<file path="config.mk">
export PLATFORM = sky130hd
export DESIGN_NAME = raster_collision_flat
export DESIGN_NICKNAME = d
export VERILOG_FILES = /design/src/rtl/raster_collision_if.sv /design/src/rtl/raster_collision.sv /design/src/flat_wrapper.sv
export SDC_FILE = /design/constraint.sdc
export NUM_CORES = 1
export LEC_CHECK = 0
export ABC_AREA = 1
export CAP_MARGIN = 10
export CELL_PAD_IN_SITES_DETAIL_PLACEMENT = 0
export CELL_PAD_IN_SITES_GLOBAL_PLACEMENT = 1
export CORE_UTILIZATION = 43
export CTS_CLUSTER_SIZE = 10
export DETAILED_ROUTE_END_ITERATION = 12
export DONT_BUFFER_PORTS = 1
export PLACE_DENSITY_LB_ADDON = 0.1
export SLEW_MARGIN = 40
export SYNTH_ARGS = -nofsm -noshare
export SYNTH_HDL_FRONTEND = slang
export SYNTH_SLANG_ARGS = --single-unit
</file>
<file path="constraint.sdc">
create_clock -name CLOCK_50 -period 1.9 [get_ports CLOCK_50]
set_input_delay 0.095 -clock CLOCK_50 [delete_from_list [all_inputs] [get_ports CLOCK_50]]
set_output_delay 0.095 -clock CLOCK_50 [all_outputs]
set_load 0.01 [all_outputs]
</file>
<file path="src/rtl/raster_collision_if.sv">
// rtl/raster_collision_if.sv - raster sample and collision result bundle
interface raster_collision_if;
    logic [9:0]  pixel_x;
    logic [8:0]  pixel_y;
    logic        blank_n;
    logic        ball_on;
    logic        brick_on;
    logic        paddle_on;
    logic [10:0] ball_x;
    logic [9:0]  ball_y;
    logic        refresh_tick;
    logic        brick_hit;
    logic [9:0]  hit_x;
    logic [8:0]  hit_y;
    logic        brick_h_hit;
    logic        brick_v_hit;
    logic        paddle_hit;
    logic [7:0]  hit_total;

    modport master (
        output pixel_x, pixel_y, blank_n, ball_on, brick_on, paddle_on,
               ball_x, ball_y, refresh_tick,
        input  brick_hit, hit_x, hit_y, brick_h_hit, brick_v_hit,
               paddle_hit, hit_total
    );

    modport slave (
        input  pixel_x, pixel_y, blank_n, ball_on, brick_on, paddle_on,
               ball_x, ball_y, refresh_tick,
        output brick_hit, hit_x, hit_y, brick_h_hit, brick_v_hit,
               paddle_hit, hit_total
    );
endinterface

</file>
<file path="src/rtl/raster_collision.sv">
// rtl/raster_collision.sv - ball/brick/paddle overlap detector, one brick hit per move window
module raster_collision #(
    parameter int BALL_W = 8,
    parameter int BALL_H = 7
) (
    input  logic                CLOCK_50,
    input  logic                reset,
    raster_collision_if.slave   rc
);
    typedef enum logic {ARMED, LOCKED} state_t;

    state_t      state, state_d;
    logic        hit_d;

    logic        s1_ov_brick, s1_ov_pad, s1_h, s1_v;
    logic [9:0]  s1_x;
    logic [8:0]  s1_y;

    logic        brick_hit_q, h_hit_q, v_hit_q, pad_hit_q;
    logic [9:0]  hit_x_q;
    logic [8:0]  hit_y_q;
    logic [7:0]  total_q;

    logic [10:0] ball_right;
    logic [9:0]  ball_bottom;
    logic        tag_h, tag_v, h_d, v_d;

    assign ball_right  = rc.ball_x + 11'(BALL_W - 1);
    assign ball_bottom = rc.ball_y + 10'(BALL_H - 1);
    assign tag_h = ({1'b0, rc.pixel_x} == rc.ball_x) || ({1'b0, rc.pixel_x} == ball_right);
    assign tag_v = ({1'b0, rc.pixel_y} == rc.ball_y) || ({1'b0, rc.pixel_y} == ball_bottom);

    assign h_d = s1_ov_brick & s1_h;
    assign v_d = s1_ov_brick & s1_v;

    always_ff @(posedge CLOCK_50) begin
        if (reset)
            state <= ARMED;
        else
            state <= state_d;
    end

    // A refresh_tick re-arms in the same cycle, so a coincident overlap opens the new window.
    always_comb begin
        state_d = state;
        hit_d   = 1'b0;
        if (rc.refresh_tick)
            state_d = ARMED;
        if ((state == ARMED || rc.refresh_tick) && s1_ov_brick) begin
            hit_d   = 1'b1;
            state_d = LOCKED;
        end
    end

    always_ff @(posedge CLOCK_50) begin
        if (reset) begin
            s1_ov_brick <= 1'b0;
            s1_ov_pad   <= 1'b0;
            s1_h        <= 1'b0;
            s1_v        <= 1'b0;
            s1_x        <= '0;
            s1_y        <= '0;
            brick_hit_q <= 1'b0;
            h_hit_q     <= 1'b0;
            v_hit_q     <= 1'b0;
            pad_hit_q   <= 1'b0;
            hit_x_q     <= '0;
            hit_y_q     <= '0;
            total_q     <= '0;
        end else begin
            s1_ov_brick <= rc.blank_n & rc.ball_on & rc.brick_on;
            s1_ov_pad   <= rc.blank_n & rc.ball_on & rc.paddle_on;
            s1_h        <= tag_h;
            s1_v        <= tag_v;
            s1_x        <= rc.pixel_x;
            s1_y        <= rc.pixel_y;
            brick_hit_q <= hit_d;
            if (hit_d) begin
                hit_x_q <= s1_x;
                hit_y_q <= s1_y;
                if (total_q != 8'hFF)
                    total_q <= total_q + 8'd1;
            end
            if (rc.refresh_tick) begin
                h_hit_q   <= h_d;
                v_hit_q   <= v_d;
                pad_hit_q <= s1_ov_pad;
            end else begin
                h_hit_q   <= h_hit_q | h_d;
                v_hit_q   <= v_hit_q | v_d;
                pad_hit_q <= pad_hit_q | s1_ov_pad;
            end
        end
    end

    assign rc.brick_hit   = brick_hit_q;
    assign rc.hit_x       = hit_x_q;
    assign rc.hit_y       = hit_y_q;
    assign rc.brick_h_hit = h_hit_q;
    assign rc.brick_v_hit = v_hit_q;
    assign rc.paddle_hit  = pad_hit_q;
    assign rc.hit_total   = total_q;
endmodule

</file>
<file path="src/flat_wrapper.sv">
// flat-port wrapper written by rule: the top's interface ports become plain ports
module raster_collision_flat 
#(
    parameter int BALL_W = 8,
    parameter int BALL_H = 7
)
  (CLOCK_50, reset, rc_pixel_x, rc_pixel_y, rc_blank_n, rc_ball_on, rc_brick_on, rc_paddle_on, rc_ball_x, rc_ball_y, rc_refresh_tick, rc_brick_hit, rc_hit_x, rc_hit_y, rc_brick_h_hit, rc_brick_v_hit, rc_paddle_hit, rc_hit_total);
  raster_collision_if rc_i ();
  input  logic CLOCK_50;
  input  logic reset;
  input wire logic [$bits(rc_i.pixel_x)-1:0] rc_pixel_x;
  input wire logic [$bits(rc_i.pixel_y)-1:0] rc_pixel_y;
  input wire logic [$bits(rc_i.blank_n)-1:0] rc_blank_n;
  input wire logic [$bits(rc_i.ball_on)-1:0] rc_ball_on;
  input wire logic [$bits(rc_i.brick_on)-1:0] rc_brick_on;
  input wire logic [$bits(rc_i.paddle_on)-1:0] rc_paddle_on;
  input wire logic [$bits(rc_i.ball_x)-1:0] rc_ball_x;
  input wire logic [$bits(rc_i.ball_y)-1:0] rc_ball_y;
  input wire logic [$bits(rc_i.refresh_tick)-1:0] rc_refresh_tick;
  output wire logic [$bits(rc_i.brick_hit)-1:0] rc_brick_hit;
  output wire logic [$bits(rc_i.hit_x)-1:0] rc_hit_x;
  output wire logic [$bits(rc_i.hit_y)-1:0] rc_hit_y;
  output wire logic [$bits(rc_i.brick_h_hit)-1:0] rc_brick_h_hit;
  output wire logic [$bits(rc_i.brick_v_hit)-1:0] rc_brick_v_hit;
  output wire logic [$bits(rc_i.paddle_hit)-1:0] rc_paddle_hit;
  output wire logic [$bits(rc_i.hit_total)-1:0] rc_hit_total;
  assign rc_i.pixel_x = rc_pixel_x;
  assign rc_i.pixel_y = rc_pixel_y;
  assign rc_i.blank_n = rc_blank_n;
  assign rc_i.ball_on = rc_ball_on;
  assign rc_i.brick_on = rc_brick_on;
  assign rc_i.paddle_on = rc_paddle_on;
  assign rc_i.ball_x = rc_ball_x;
  assign rc_i.ball_y = rc_ball_y;
  assign rc_i.refresh_tick = rc_refresh_tick;
  assign rc_brick_hit = rc_i.brick_hit;
  assign rc_hit_x = rc_i.hit_x;
  assign rc_hit_y = rc_i.hit_y;
  assign rc_brick_h_hit = rc_i.brick_h_hit;
  assign rc_brick_v_hit = rc_i.brick_v_hit;
  assign rc_paddle_hit = rc_i.paddle_hit;
  assign rc_hit_total = rc_i.hit_total;
  raster_collision #(.BALL_W(BALL_W), .BALL_H(BALL_H)) u_core (.CLOCK_50(CLOCK_50), .reset(reset), .rc(rc_i));
endmodule
</file>
* Word level (Yosys, flattened, before mapping)
Index checks and enable logic that the tools add are counted.
** Word-level totals
- Bits in registers :: 55
- Input bits :: 47
- Output and inout port bits :: 31
- Logic and storage cells :: 43
** Cells by class
- $add $sub $neg :: 3
- Eq/ne operators :: 5
- Multiplexer cells :: 6
- Bitwise gates (word level) :: 9
- Reduce and logical (&&, ||, !) cells :: 6
** Operators with widths (count)
- equality test 10 x 11 -> 1 bit :: 2
- equality test 9 x 10 -> 1 bit :: 2
- adder 11 x 3 -> 11 bit, second input constant :: 1
- adder 10 x 3 -> 10 bit, second input constant :: 1
- adder 8 x 1 -> 8 bit, second input constant :: 1
- inequality test 8 bit, second input constant :: 1
- two-way mux 1 bit :: 6
- AND 1 bit :: 5
- logical OR 1 bit :: 3
- bitwise OR 1 bit :: 3
- AND reduction 2 bit :: 1
- nonzero test 2 bit :: 1
- logical AND 1 bit :: 1
- inverter 1 bit :: 1

* Depth between registers and ports, before layout
Gate-level depths: netlist (run 1).
- Word-level depth :: 5
- Gate-level depth with buffers :: 12
- Gate-level depth less buffers :: 12

* Worst setup path before layout (run 1)
No wires, ideal clock.
- Path kind :: reg2reg
- Start :: reg u_core.total_q[0], in the netlist u_core.rc.hit_total[0]
- End :: reg u_core.total_q[3], in the netlist u_core.rc.hit_total[3]
- Library setup time :: 0.116 ns
- Data arrival time :: 1.383 ns
- Data required time :: 1.784 ns
- Setup slack :: 0.401 ns
- Stages on the path, launching flop included :: 7
- Buffers on the path :: 0
- Clock period less this slack :: 1.499 ns
- Cell sequence :: dfxtp_1 ha_1 nand4_4 o21ai_4 nor2_2 or2_0 and3_1
** Between the ends
- Longest elaborated chain between the ends :: 2
- Elaborated cells on any way between the ends :: 3
- Classes of those cells :: add/sub (1); eq/ne (1); reduce/logical (1)
** Ends and longest elaborated chain
- from (decl) :: RTL line raster_collision.sv:22 : logic [7:0] total_q;
- from (signal assigned) :: RTL line raster_collision.sv:82 : total_q <= total_q + 8'd1;
- parallel branches: the longest is 2 deep, another holds adder 8 x 1 -> 8 bit
Several ways; the timed one is not identified.
A chain may end at the register's enable or synchronous reset.

* Worst setup path in the final report (run 1)
- Start :: reg u_core.total_q[1], in the netlist u_core.rc.hit_total[1]
- End :: reg u_core.total_q[3], in the netlist u_core.rc.hit_total[3]
The elaborated chain is that of the path after synthesis.

==> results of run 1 <==
[layer usage]
layer | GRT usage, % | part of all wire (%) | vias up
met2 | 30.5 | 44 | 63
met3 | 4.91 | 6.5 | 7
met1 | 23.1 | 48 | 968
met5 | 0 | 0 | -
met4 | 6.96 | 1.6 | 0
li1 | - | - | 1242
[path summary, 6_finish.rpt]
check / start / endpoint / slack, ns / depth (start not counted)
hold / removal: rc_ball_x[10] / u_core.s1_h / 0.1 / 5
setup / recovery: u_core.rc.hit_total[1] / u_core.rc.hit_total[3] / 0.26 / 6
setup reg to reg: u_core.rc.hit_total[1] / u_core.rc.hit_total[3] / 0.26 / 6
hold reg to reg: u_core.s1_ov_pad / u_core.rc.paddle_hit / 0.44 / 2
[state kept, by name, indices dropped and copies added (netlist names)]
name,flops
u_core.rc.hit_x,10
u_core.s1_x,10
u_core.rc.hit_y,9
u_core.s1_y,9
u_core.rc.hit_total,8
u_core.rc.brick_h_hit,1
u_core.rc.brick_hit,1
u_core.rc.brick_v_hit,1
u_core.rc.paddle_hit,1
u_core.s1_h,1
u_core.s1_ov_brick,1
u_core.s1_ov_pad,1
u_core.s1_v,1
u_core.state,1
[final cells by class]
| type | instances | area (um2) | area share, % |
|---|---|---|---|
| Inverter | 50 | 189 | 6.23 |
| Timing Repair Buffer | 28 | 268 | 8.82 |
| Clock inverter | 1 | 8.76 | 0.289 |
| Sequential cell | 55 | 1100 | 36.3 |
| Tap cell | 75 | 93.8 | 3.09 |
| Multi-Input combinational cell | 276 | 1290 | 42.4 |
| Clock buffer | 7 | 86.3 | 2.85 |
[cells by family after synthesis]
kind of cell,after synthesis
compound gates,39
xor+xnor,19
fa+ha+maj,3
buf+inv,59
flops,55
simple gates,215
[critical path, cell delays in order, from the launching register on]
cell and delay, ns:
dfxtp_1 0.46, ha_1 0.30, nand4_4 0.14, o21ai_4 0.23
nor2_2 0.08, or2_0 0.20, and3_1 0.14
[timing repair]
action / 4_1_cts / 5_1_grt
gates resized for setup: 0 / 0
hold buffers: 25 / 0
hold endpoints to repair: 31 / 0
[placed cells by master, fill, tap and decap left out, types with 4 or more instances in the layout]
cell type and instances:
a21oi_1 12, clkbuf_8 6, dfxtp_1 55, dlygate4sd3_1 24, inv_1 37, inv_2 10
nand2_1 95, nand3_1 16, nor2_1 91, nor3_1 4, o21ai_0 23, xnor2_1 4
xor2_1 15
[power by group through the flow]
stage / Sequential, uW / Clock [uW] / Combinational (uW)
finish: 1210 / 655 / 277
global route: 1220 / 722 / 322
CTS: 1210 / 673 / 280
detailed placement: 1240 / 0 / 230
global placement: 1240 / 0 / 228
floorplan: 1240 / 0 / 196
[metrics by stage]
stage	hold slack [ns]	total power (uW)
finish	0.0978	2150
global route	0.118	2260
CTS	0.0926	2170
detailed placement	0.161	1470
global placement	0.162	1470
floorplan	0.202	1430
==> reports/results.txt, run 1 <==
Status: complete, no violations
Syn Nets: 440
Die W: 80.0 um
Sequential cell fraction of total power: 56.6%
Peak supply drop: 0.453 mV
CTS tree: built
CTS buffer count: 5
Setup violations, final: 0
CP max FO: 6
Syn_area_per_cell: 6.70 um2
CP required: 2.10 ns
Worst-Margin Slew: 0.636 ns
Clock Power Share: 30.5%
Xor/xnor share of the synthesized area: 6.37%
Fin crit share: 86.2%
Antenna diode count: 0
Post-DP Area: 2690 um2
Syn Inst Count: 390
Setup crit end kind: register
Starting density of the core: 44.4%
Die footprint: 6390 um2
Fillers: 646
Layout area overhead: 16.1%
CP Data Arrival Time: 1.84 ns
Switching share of power: 24.9%
Final ANT Viol Nets: 0
DRC viols: 0
Total GRT Usage: 18.6%
Drt wl/cell: 11.4 um
Clock transition at path regs: 0.09 ns
Vias in the first global route: 2,177
I/O Pins: 78
Final Max Slew Viols: 0
Synth top area share: 42.1%
Port Buffer Count: 0
Chip Height: 80.0 um
Clock Latency Late Sink: 0.30 ns
Placed insts: 459
Setup Skew: 0.00308 ns
Simple-gate share of the synthesized area: 33.4%
Max-Cap Viols: 0
Overflow left after global routing: 0
Worst slew margin: 57.6%
Cell area after layout: 3030 um2
Finished Core Util: 51.6%
Initial antenna violation count: 0
H-Tree Depth: 2
Largest cells by area after synthesis: dfxtp_1 42%, nand2_1 14%, nor2_1 13%
Post-synth EDFFs: 0
Final HPWL DP: 4240 um
HP Class: in2reg
P_int: 1610 uW
P_leak: 0.00143 uW
Final WS setup: 0.263 ns
Non-Filler Instances: 492
Async S/R FF share, synth: 0%
Root Buffer: clkbuf_8
Cell variety after synth: 26
Complex-gate fraction of the synthesized area: 8.04%
Critical path class: reg2reg
Most area-hungry cell type in the Yosys netlist: dfxtp_1
Comb power frac: 12.9%
Synth Area in Adders: 1.44%
Post-Syn Area: 2610 um2
First-pass GRT wire length: 9360 um
Hold Vio Cnt, Final: 0
WL final: 5590 um
Via count: 2,280
Longest Clk Path Bufs: 2
Largest family of logic cells by synthesized area: simple AND/OR/NAND/NOR gates
Largest net degree at the start of global routing: 30
Synth top cells by count: 95 x nand2_1, 91 x nor2_1, 55 x dfxtp_1
Post-CTS setup buffer count: 0
DRT iter0 DRCs: 65
Yosys reg bits: 55
Critical path startpoint category: register
Pwr dens: 707 nW/um2
Row cnt: 28
Post-synthesis mux area share: 0%
RD Place Congestion: 0.825
CTS Sinks: 55
Warnings from Yosys: 0
Tmin final: 1.64 ns
Share of layout cells above drive strength 1: 6.24%
RSZ-0062 raised after global routing: no
Most numerous cell in the Yosys netlist: nand2_1
Most common flop cell mapped by yosys: dfxtp_1
Fmax: 0.611 GHz
Vias/cell: 4.63
Layout Nets: 466
Sequential share of the synthesized area: 42.1%
Psw: 535 uW
Setup tns final: 0 ns
Core footprint: 5890 um2
TritonRoute pass-1 iters: 4
Pre-CTS setup slack: 0.281 ns
No activity file was read; power rests on OpenSTA's default activity.
==> run 2: changes to the inputs <==
--- a/config.mk
+++ b/config.mk
@@ -14,6 +14,7 @@
 export DETAILED_ROUTE_END_ITERATION = 12
 export DONT_BUFFER_PORTS = 1
 export PLACE_DENSITY_LB_ADDON = 0.1
+export REMOVE_ABC_BUFFERS = 1
 export SLEW_MARGIN = 40
 export SYNTH_ARGS = -nofsm -noshare
 export SYNTH_HDL_FRONTEND = slang
==> run 2 against run 1 <==
Effect of this change:
- first-iteration DRC count rose by 15%
- clock skew rose by 0.0024 ns
- sequential power barely moved
- core utilization rose by 0.085 points
==> reports/results.txt, run 2 (same netlist as run 1, synthesis figures left out) <==
Post-CTS setup buffer count: 0 (unchanged)
Fillers: 624 (-3.4%)
Core footprint: 5890 um2 (unchanged)
Hold Vio Cnt, Final: 0 (unchanged)
Antenna diode count: 0 (unchanged)
Resized Gates After CTS: 0 (unchanged)
Psw: 520 uW (-2.8%)
Via count: 2,298 (+0.79%)
Worst-Margin Slew: 0.676 ns (+0.0402 ns)
Family with the most delay on the worst path: simple AND/OR/NAND/NOR gates
DRT met1 WL: 2700 um (unchanged)
DRT iter0 DRCs: 75 (+15%)
Max-Cap Viols: 0 (unchanged)
RD Place Congestion: 0.818 (-0.87%)
Total Power: 2160 uW (+0.87%)
Post-DP Area: 2690 um2 (unchanged)
Slowest stage delay, CP: 0.44 ns (-0.02 ns)
Comb power frac: 12.7% (-0.2 points)
Vias in the first global route: 2,165 (-0.55%)
Critical path class: reg2reg
Die W: 80.0 um (unchanged)
Critical path cell sequence: ha_1 > nand4_4 > o21ai_4 > nor2_2 > or2_0 > and3_1
Fmax: 0.607 GHz (-0.62%)
Setup slack, reg-to-reg: 0.25 ns (about the same)
Overflow left after global routing: 0 (unchanged)
Initial antenna violation count: 0 (unchanged)
Most frequent cells in the layout: 95 x nand2_1, 91 x nor2_1, 55 x dfxtp_1
TritonRoute pass-1 iters: 4 (unchanged)
Sequential cell fraction of total power: 56.1% (-0.5 points)
Starting density of the core: 44.4% (unchanged)
Worst slew margin: 54.9% (-2.7 points)
WL final: 5700 um (+2.0%)
Fin crit share: 86.7% (+0.54 points)
P_leak: 0.00143 uW (+0.22%)
Drt wl/cell: 11.6 um (+2.0%)
Total GRT Usage: 19.0% (+0.38 points)
RSZ-0062 raised after global routing: no
CP Data Arrival Time: 1.85 ns (about the same)
CTS Sinks: 55 (unchanged)
Longest Clk Path Bufs: 2 (unchanged)
Setup crit end kind: register
Slowest cell on crit path: dfxtp_1
Vias/cell: 4.67 (+0.79%)
Tmin final: 1.65 ns (+0.0103 ns)
Setup tns final: 0 ns (unchanged)
Peak supply drop: 0.478 mV (+5.5%)
Switching share of power: 24.0% (-0.90 points)
Highest routed layer: met4
Final ANT Viol Nets: 0 (unchanged)
Setup Skew: 0.00543 ns (+0.00236 ns)
Root Buffer: clkbuf_8
Share of layout cells above drive strength 1: 6.24% (unchanged)
Critical path startpoint category: register
Largest net degree at the start of global routing: 30 (unchanged)
Port Buffer Count: 0 (unchanged)
Clock Power Share: 31.2% (+0.7 points)
Row cnt: 28 (unchanged)
Clock transition at path regs: 0.09 ns (about the same)
DRC viols: 0 (unchanged)
CTS Hold Bufs: 25 (unchanged)
CTS buffer count: 5 (unchanged)
Clock Latency Late Sink: 0.30 ns (about the same)
First-pass GRT wire length: 9470 um (+1.2%)
Status: complete, no violations
Layout area overhead: 16.3%
Routed wl met2: 2580 um (+5.5%)
CP required: 2.10 ns (about the same)
Final HPWL DP: 4230 um (-0.33%)
Chip Height: 80.0 um (unchanged)
Die footprint: 6390 um2 (unchanged)
I/O Pins: 78 (unchanged)
CP max FO: 6 (unchanged)
Worst path bufs/invs: 0 (unchanged)
Commonest non-fill, non-tap cell in the layout: nand2_1
HP Class: in2reg
Pwr dens: 712 nW/um2 (+0.70%)
Met3 wire len: 352 um (-3.0%)
Setup violations, final: 0 (unchanged)
Final Max Slew Viols: 0 (unchanged)
CTS tree: built
P_int: 1640 uW (+2.1%)
H-Tree Depth: 2 (unchanged)
Cell area after layout: 3040 um2 (+0.16%)
Layout Nets: 466 (unchanged)
-- run 2: cell count changes in the layout (fill, tap and decap cells not counted), sizes merged --
| cell | change |
|---|---|
| clkinv | -1 |
| clkbuf | +1 |
-- run 2: worst paths after layout --
| path | start | to | cells after the start |
|---|---|---|---|
| min reg2reg | u_core.s1_ov_pad | u_core.rc.paddle_hit | 2 |
| max | u_core.rc.hit_total[1] | u_core.rc.hit_total[3] | 6 |
| min | rc_ball_x[10] | u_core.s1_h | 5 |
| max reg2reg | u_core.rc.hit_total[1] | u_core.rc.hit_total[3] | 6 |
-- run 2: area by class of cell --
class / count / area (um2) / share of cell area, %
clock buffers: 8 / 100 / 3.29
inverters: 50 / 189 / 6.22
multi-input cells: 276 / 1290 / 42.4
flip-flops and latches: 55 / 1100 / 36.2
well taps: 75 / 93.8 / 3.09
repair buffers: 28 / 268 / 8.81
-- run 2: per-layer routing --
metal	global-route usage, %	vias to the layer above
met5	0	-
met4	6.79	0
met3	4.23	6
met2	31.0	65
met1	24.3	979
li1	-	1248
-- run 2: stage by stage --
stage | hold WS, ns | setup WS [ns] | cells | utilization (%)
after floorplan | 0.157 | 0.401 | 381 | -
after global placement | 0.163 | 0.319 | 459 | 45.8
after detailed placement | 0.165 | 0.283 | 459 | 45.8
after CTS | 0.114 | 0.264 | 492 | 51.7
after global routing | 0.128 | 0.167 | 492 | 51.6
final | 0.121 | 0.252 | 492 | 51.6
-- run 2: tightest hold or removal path, cell delays in order --
cell     delay [ns]
o21ai_1        0.04
nand3_1        0.07
nor2_1         0.04
nand2_1        0.05
a21oi_1        0.07
-- run 2: power by group through the flow --
| stage | sequential (uW) | combinational [uW] | clock, uW |
|---|---|---|---|
| detailed placement | 1240 | 228 | 0 |
| floorplan | 1240 | 186 | 0 |
| global placement | 1240 | 226 | 0 |
| finish | 1210 | 275 | 676 |
| CTS | 1210 | 278 | 695 |
| global route | 1220 | 322 | 748 |
